<file path="config.mk">
export PLATFORM = sky130hd
export DESIGN_NAME = cond_exec_ctrl_flat
export DESIGN_NICKNAME = d
export VERILOG_FILES = /design/src/rtl/cond_exec_ctrl_pkg.sv /design/src/rtl/cond_exec_ctrl_if.sv /design/src/rtl/cond_exec_ctrl_cond_eval.sv /design/src/rtl/cond_exec_ctrl.sv /design/src/flat_wrapper.sv
export SDC_FILE = /design/constraint.sdc
export NUM_CORES = 1
export LEC_CHECK = 0
export ABC_CLOCK_PERIOD_IN_PS = 3200
export BUFFER_PORTS_ARGS = -buffer_cell sky130_fd_sc_hd__buf_2
export CELL_PAD_IN_SITES_DETAIL_PLACEMENT = 1
export CELL_PAD_IN_SITES_GLOBAL_PLACEMENT = 1
export CORE_MARGIN = 4
export CORE_UTILIZATION = 31
export CTS_BUF_LIST = sky130_fd_sc_hd__clkbuf_4 sky130_fd_sc_hd__clkbuf_8
export CTS_CLUSTER_SIZE = 16
export DETAILED_ROUTE_END_ITERATION = 6
export PLACE_DENSITY = 0.74
export SLEW_MARGIN = 40
export SYNTH_ARGS = -nofsm -noshare
export SYNTH_HDL_FRONTEND = slang
export SYNTH_SLANG_ARGS = --single-unit
</file>
<file path="constraint.sdc">
create_clock -name clk -period 3.2 [get_ports clk]
set_input_delay 0.48 -clock clk [delete_from_list [all_inputs] [get_ports clk]]
set_output_delay 0.48 -clock clk [all_outputs]
set_load 0.005 [all_outputs]
</file>
<file path="src/rtl/cond_exec_ctrl_pkg.sv">
// Shared definitions for the ID-stage conditional-execution controller:
// condition-code encodings, status flag bit positions and FSM states.
package cond_exec_pkg;

  localparam logic [3:0] COND_EQ = 4'b0000;
  localparam logic [3:0] COND_NE = 4'b0001;
  localparam logic [3:0] COND_CS = 4'b0010;
  localparam logic [3:0] COND_CC = 4'b0011;
  localparam logic [3:0] COND_MI = 4'b0100;
  localparam logic [3:0] COND_PL = 4'b0101;
  localparam logic [3:0] COND_VS = 4'b0110;
  localparam logic [3:0] COND_VC = 4'b0111;
  localparam logic [3:0] COND_HI = 4'b1000;
  localparam logic [3:0] COND_LS = 4'b1001;
  localparam logic [3:0] COND_GE = 4'b1010;
  localparam logic [3:0] COND_LT = 4'b1011;
  localparam logic [3:0] COND_GT = 4'b1100;
  localparam logic [3:0] COND_LE = 4'b1101;
  localparam logic [3:0] COND_AL = 4'b1110;
  localparam logic [3:0] COND_NV = 4'b1111;

  // Status register layout {C,N,V,Z}
  localparam int unsigned FLAG_C = 3;
  localparam int unsigned FLAG_N = 2;
  localparam int unsigned FLAG_V = 1;
  localparam int unsigned FLAG_Z = 0;

  typedef enum logic {
    RUN   = 1'b0,
    FLUSH = 1'b1
  } state_e;

  // AL and 1111 never consult the flags, so they can never hit a flag hazard
  function automatic logic cond_is_uncond(input logic [3:0] cond);
    return (cond == COND_AL) || (cond == COND_NV);
  endfunction

endpackage

</file>
<file path="src/rtl/cond_exec_ctrl_if.sv">
// ID-stage bundle between the pipeline and the conditional-execution controller.
interface cond_exec_ctrl_if #(
  parameter int unsigned CNT_W = 16
) ();
  logic             freeze;
  logic             id_valid;
  logic [3:0]       id_cond;
  logic             id_s;
  logic             id_branch;
  logic [3:0]       exe_flags;
  logic [3:0]       status_q;
  logic             id_issue;
  logic             id_kill;
  logic             stall;
  logic             flush;
  logic [CNT_W-1:0] stall_cnt;
  logic [CNT_W-1:0] kill_cnt;

  // Pipeline side: presents the ID instruction, consumes the decisions
  modport master (
    output freeze, id_valid, id_cond, id_s, id_branch, exe_flags,
    input  status_q, id_issue, id_kill, stall, flush, stall_cnt, kill_cnt
  );

  // Controller side
  modport slave (
    input  freeze, id_valid, id_cond, id_s, id_branch, exe_flags,
    output status_q, id_issue, id_kill, stall, flush, stall_cnt, kill_cnt
  );
endinterface

</file>
<file path="src/rtl/cond_exec_ctrl_cond_eval.sv">
// Combinational ARM condition-code evaluator: (cond, {C,N,V,Z}) -> pass.
module cond_eval
  import cond_exec_pkg::*;
(
  input  logic [3:0] cond,
  input  logic [3:0] flags,
  output logic       pass
);

  logic c, n, v, z;

  // Decode the condition field against the current flags
  always_comb begin
    c    = flags[FLAG_C];
    n    = flags[FLAG_N];
    v    = flags[FLAG_V];
    z    = flags[FLAG_Z];
    pass = 1'b1;
    case (cond)
      COND_EQ: pass = z;
      COND_NE: pass = !z;
      COND_CS: pass = c;
      COND_CC: pass = !c;
      COND_MI: pass = n;
      COND_PL: pass = !n;
      COND_VS: pass = v;
      COND_VC: pass = !v;
      COND_HI: pass = c && !z;
      COND_LS: pass = !c || z;
      COND_GE: pass = (n == v);
      COND_LT: pass = (n != v);
      COND_GT: pass = !z && (n == v);
      COND_LE: pass = z || (n != v);
      COND_AL: pass = 1'b1;
      COND_NV: pass = 1'b1;
      default: pass = 1'b1;
    endcase
  end

endmodule

</file>
<file path="src/rtl/cond_exec_ctrl.sv">
// ID-stage conditional-execution controller: owns the status flags, decides
// issue / kill / stall for each ID instruction, squashes the wrong path after
// a taken branch and keeps saturating stall/kill counters.
module cond_exec_ctrl
  import cond_exec_pkg::*;
#(
  parameter int unsigned FLUSH_CYCLES = 1,  // 1..3
  parameter int unsigned CNT_W        = 16
) (
  input  logic clk,
  input  logic rst,                 // asynchronous, active-low
  cond_exec_ctrl_if.slave bus
);

  localparam logic [1:0] FLUSH_LOAD = 2'(FLUSH_CYCLES);

  state_e           state_q, state_d;
  logic [1:0]       fcnt_q, fcnt_d;
  logic             exe_s_q, exe_s_d;
  logic [3:0]       status_q, status_d;
  logic [CNT_W-1:0] stall_cnt_q, stall_cnt_d;
  logic [CNT_W-1:0] kill_cnt_q, kill_cnt_d;

  logic pass;
  logic run;
  logic hazard;
  logic issue;
  logic kill;

  cond_eval u_cond_eval (
    .cond  (bus.id_cond),
    .flags (status_q),
    .pass  (pass)
  );

  // Per-cycle issue/kill/stall decision; qualified by rst so nothing is
  // reported while the block is held in reset
  always_comb begin
    run    = (state_q == RUN);
    hazard = rst && run && bus.id_valid && exe_s_q && !cond_is_uncond(bus.id_cond);
    issue  = rst && run && bus.id_valid && pass  && !hazard && !bus.freeze;
    kill   = rst && run && bus.id_valid && !pass && !hazard && !bus.freeze;
  end

  // Next-state: flags, pending-S marker, squash FSM and counters; freeze holds all
  always_comb begin
    state_d     = state_q;
    fcnt_d      = fcnt_q;
    exe_s_d     = exe_s_q;
    status_d    = status_q;
    stall_cnt_d = stall_cnt_q;
    kill_cnt_d  = kill_cnt_q;
    if (!bus.freeze) begin
      // A pending write always lands this edge; the marker then follows the
      // instruction issuing now, which covers both set and clear cases
      exe_s_d = issue && bus.id_s;
      if (exe_s_q) status_d = bus.exe_flags;
      if (hazard && (stall_cnt_q != '1)) stall_cnt_d = stall_cnt_q + 1'b1;
      if (kill && (kill_cnt_q != '1))    kill_cnt_d  = kill_cnt_q + 1'b1;
      case (state_q)
        RUN: begin
          if (issue && bus.id_branch) begin
            state_d = FLUSH;
            fcnt_d  = FLUSH_LOAD;
          end
        end
        FLUSH: begin
          if (fcnt_q == 2'd1) begin
            state_d = RUN;
            fcnt_d  = '0;
          end else begin
            fcnt_d = fcnt_q - 2'd1;
          end
        end
        default: begin
          state_d = RUN;
          fcnt_d  = '0;
        end
      endcase
    end
  end

  // State register with asynchronous active-low reset
  always_ff @(posedge clk or negedge rst) begin
    if (!rst) begin
      state_q     <= RUN;
      fcnt_q      <= '0;
      exe_s_q     <= 1'b0;
      status_q    <= '0;
      stall_cnt_q <= '0;
      kill_cnt_q  <= '0;
    end else begin
      state_q     <= state_d;
      fcnt_q      <= fcnt_d;
      exe_s_q     <= exe_s_d;
      status_q    <= status_d;
      stall_cnt_q <= stall_cnt_d;
      kill_cnt_q  <= kill_cnt_d;
    end
  end

  assign bus.status_q  = status_q;
  assign bus.id_issue  = issue;
  assign bus.id_kill   = kill;
  assign bus.stall     = hazard;
  assign bus.flush     = (state_q == FLUSH);
  assign bus.stall_cnt = stall_cnt_q;
  assign bus.kill_cnt  = kill_cnt_q;

endmodule
</file>
<file path="src/flat_wrapper.sv">
// flat-port wrapper written by rule: the top's interface ports become plain ports
module cond_exec_ctrl_flat import cond_exec_pkg::*;
#(
  parameter int unsigned FLUSH_CYCLES = 1,         
  parameter int unsigned CNT_W        = 16
)
  (clk, rst, bus_freeze, bus_id_valid, bus_id_cond, bus_id_s, bus_id_branch, bus_exe_flags, bus_status_q, bus_id_issue, bus_id_kill, bus_stall, bus_flush, bus_stall_cnt, bus_kill_cnt);
  cond_exec_ctrl_if #(.CNT_W(CNT_W)) bus_i ();
  input  logic clk;
  input  logic rst;
  input wire logic [$bits(bus_i.freeze)-1:0] bus_freeze;
  input wire logic [$bits(bus_i.id_valid)-1:0] bus_id_valid;
  input wire logic [$bits(bus_i.id_cond)-1:0] bus_id_cond;
  input wire logic [$bits(bus_i.id_s)-1:0] bus_id_s;
  input wire logic [$bits(bus_i.id_branch)-1:0] bus_id_branch;
  input wire logic [$bits(bus_i.exe_flags)-1:0] bus_exe_flags;
  output wire logic [$bits(bus_i.status_q)-1:0] bus_status_q;
  output wire logic [$bits(bus_i.id_issue)-1:0] bus_id_issue;
  output wire logic [$bits(bus_i.id_kill)-1:0] bus_id_kill;
  output wire logic [$bits(bus_i.stall)-1:0] bus_stall;
  output wire logic [$bits(bus_i.flush)-1:0] bus_flush;
  output wire logic [$bits(bus_i.stall_cnt)-1:0] bus_stall_cnt;
  output wire logic [$bits(bus_i.kill_cnt)-1:0] bus_kill_cnt;
  assign bus_i.freeze = bus_freeze;
  assign bus_i.id_valid = bus_id_valid;
  assign bus_i.id_cond = bus_id_cond;
  assign bus_i.id_s = bus_id_s;
  assign bus_i.id_branch = bus_id_branch;
  assign bus_i.exe_flags = bus_exe_flags;
  assign bus_status_q = bus_i.status_q;
  assign bus_id_issue = bus_i.id_issue;
  assign bus_id_kill = bus_i.id_kill;
  assign bus_stall = bus_i.stall;
  assign bus_flush = bus_i.flush;
  assign bus_stall_cnt = bus_i.stall_cnt;
  assign bus_kill_cnt = bus_i.kill_cnt;
  cond_exec_ctrl #(.FLUSH_CYCLES(FLUSH_CYCLES), .CNT_W(CNT_W)) u_core (.clk(clk), .rst(rst), .bus(bus_i));
endmodule
</file>
==> impl_metrics.toml <==
[status]
outcome = "completed"

[route]
drc_errors = 0
drt_iter0_markers = 25
dr.pass1.iters = 4
ant_nets = 0
viasPerCell = 4.99
wl_mm = 5.23
vias = 1778
wl_per_cell_um = 14.7

[clock_network]
clock-sinks = 40
cts_root_buf = "clkbuf_8"
cts_tree = "built"
insertion_delay_ns = 0.29
cts_max_level = 2
path_clk_slew_ns = 0.08
hold_buffers = 0
clock_path_buffers = 2
post_cts_resized = 0
numCtsBuffers = 5
cts_setup_buffers = 0

[floorplanning]
pin_count = 54
die_w_um = 91.5
die_h_um = 91.5
rows = 30
start_util_pct = 31.8
core_area_um2 = 6790
die_area_um2 = 8380

[finish]
syn2layout_area_growth_pct = 21.7
finalNonFillerCells = 356
nNetsFinal = 276
drive_gt1_share_pct = 32.3
num_antenna_cells = 0
fillers = 793
final_core_util_pct = 38.7

[sta]
setup_violations = 0
worstMarginPinSlew_ns = 0.530
worst_slack_ns = 0.447
maxSlewHeadroom_pct = 64.6
report.final.slew_viol_count = 0
skew_ns = 0.00793
layout_min_cycle_time_ns = 2.75
rsz0062_at_grt = "no"
final_hold_viol_count = 0
tns_ns = 0
max_freq_ghz = 0.363
finalCritPeriodShare_pct = 86.0

[logic_synthesis]
yosysWarnings = 0
syn-cell-area_um2 = 2160
yosys.area.top_type = "dfrtp_1"
synth_cell_types = 46
synthCells = 201
synth.yosys.seq_area_share_pct = 46.3
yosys.area.top_type_share_pct = 46.3
synthFlopType = "dfrtp_1"
yosysMostFrequentCell = "dfrtp_1"
avgSynthCellArea_um2 = 10.8
synth_nets = 218
synthArstFlopShare_pct = 100
synth.top_cells.by_area = "dfrtp_1, xor2_1, xnor2_1, mux2_2, nand2_1"
synth-edff-count = 0
ys_ff_latch = 40
synth_common_cells = "dfrtp_1, nand2_1, nand3_1, xor2_1, xnor2_1"

[worst_setup_path]
worstPathRequired_ns = 2.72
r2r_slack_ns = 0.85
crit_path_end_kind = "output pin"
path_max_fanout = 17
critPathKind = "reg -> out"
arrival_ns = 2.27
start_kind = "register"

[global_routing]
grt_pass1_vias = 1815
grtUsageTotal_pct = 13.0
grt_overflow = 0
grt_max_degree = 42
grt_pass1_wl_mm = 8.89
antenna_found_initial = 0

[pwr]
ir_drop_mv = 0.190
p_sw_mw = 0.459
power_density_nw_per_um2 = 529
power_frac_comb_pct = 25.0
p_leak_nw = 1.30
p_seq_share_pct = 48.9
swShare_pct = 32.9
p_int_mw = 0.934
p_clk_share_pct = 26.1

[placed_design]
io_buffers = 53
dp_hpwl_mm = 3.81
dp_cells = 348
place.gp.congestion = 0.805
pre_cts_slack_ns = 0.502

[flow_run]
maxCapViolCount = 0

[hold_path]
hp-class = "in -> async"
-- per-stage QoR --
step	power (mW)	hold slack, ns	instance area, um2
finish	1.39	0.284	2630
global route	1.50	0.342	2630
CTS	1.43	0.304	2630
detailed placement	1.05	0.477	2530
global placement	1.03	0.476	2530
floorplan	0.898	0.184	2160
-- placed cells by master (no fill, tap or decap), drive strengths merged, types with 2 or more instances in the layout --
| master | instances |
|---|---|
| buf | 56 |
| dfrtp | 40 |
| nand2 | 21 |
| nand3 | 14 |
| xor2 | 14 |
| xnor2 | 13 |
| nor2 | 10 |
| mux2 | 10 |
| clkbuf | 7 |
| nor3 | 6 |
| o21ai | 6 |
| nor4 | 6 |
| inv | 5 |
| and3 | 5 |
| and4 | 5 |
| nor2b | 4 |
| nand4 | 4 |
| or3 | 3 |
| ha | 3 |
| nor4b | 3 |
| nand2b | 2 |
| or4b | 2 |
| a21o | 2 |
| mux2i | 2 |
-- cell families (layout without fill, tap and decap cells) --
logic type	Yosys count	in the layout	synth area share (%)
fa+ha+maj	3	3	1.74
flops	40	40	46.3
simple gates	92	92	25.6
compound gates	17	17	6.77
mux	12	12	6.13
buf+inv	10	69	2.55
xor+xnor	27	27	10.9
-- worst max-delay path: stages (launching register included) --
cell	delay (ns)
dfrtp_1	0.45
or4b_1	0.52
a311oi_1	0.33
a221oi_2	0.08
a31oi_4	0.15
buf_4	0.27
nor2_1	0.06
buf_2	0.13
-- path summary, 6_finish.rpt --
check | start | end | cells past startpoint
worst min-delay path | rst | u_core.bus.kill_cnt[4]$_DFFE_PN0P_ | 2
worst min register to register | u_core.bus.kill_cnt[5]$_DFFE_PN0P_ | u_core.bus.kill_cnt[5]$_DFFE_PN0P_ | 1
min in group clk | bus_id_s | u_core.exe_s_q$_DFFE_PN0N_ | 2
worst max-delay path | u_core.bus.status_q[2]$_DFFE_PN0P_ | bus_id_kill | 7
max in group asynchronous | rst | u_core.fcnt_q[0]$_DFFE_PN0P_ | 2
worst max register to register | u_core.bus.status_q[0]$_DFFE_PN0P_ | u_core.bus.kill_cnt[11]$_DFFE_PN0P_ | 7
-- power groups by stage --
stage               logic [mW]  clock network (mW)  registers [mW]
global route             0.390               0.405           0.701
floorplan                0.226                   0           0.672
CTS                      0.360               0.381           0.684
detailed placement       0.358                   0           0.693
global placement         0.347                   0           0.687
finish                   0.348               0.364           0.681
-- flip-flops by register name, indices dropped and copies added, names as in the netlist --
signal,count
u_core.exe_s_q,1
u_core.bus.kill_cnt,16
u_core.bus.status_q,4
u_core.bus.stall_cnt,16
u_core.fcnt_q,2
u_core.bus.flush,1
-- per-layer routing --
metal	vias to the layer above	track usage (%)	routed length, um
met5	-	0	0
met4	0	3.14	27
met3	4	3.07	210
met2	41	21.9	2600
met1	894	16.7	2380
li1	839	-	-
-- area by class of cell --
type	instances	area [um2]	share of cell area (%)
Sequential cell	40	1000	38.0
Timing Repair Buffer	56	288	10.9
Inverter	5	18.8	0.713
Tap cell	96	120	4.56
Multi-Input combinational cell	151	1110	42.0
Clock buffer	7	90.1	3.42
Clock inverter	1	7.51	0.285
Note: power is estimated with default switching activity, not from simulation.
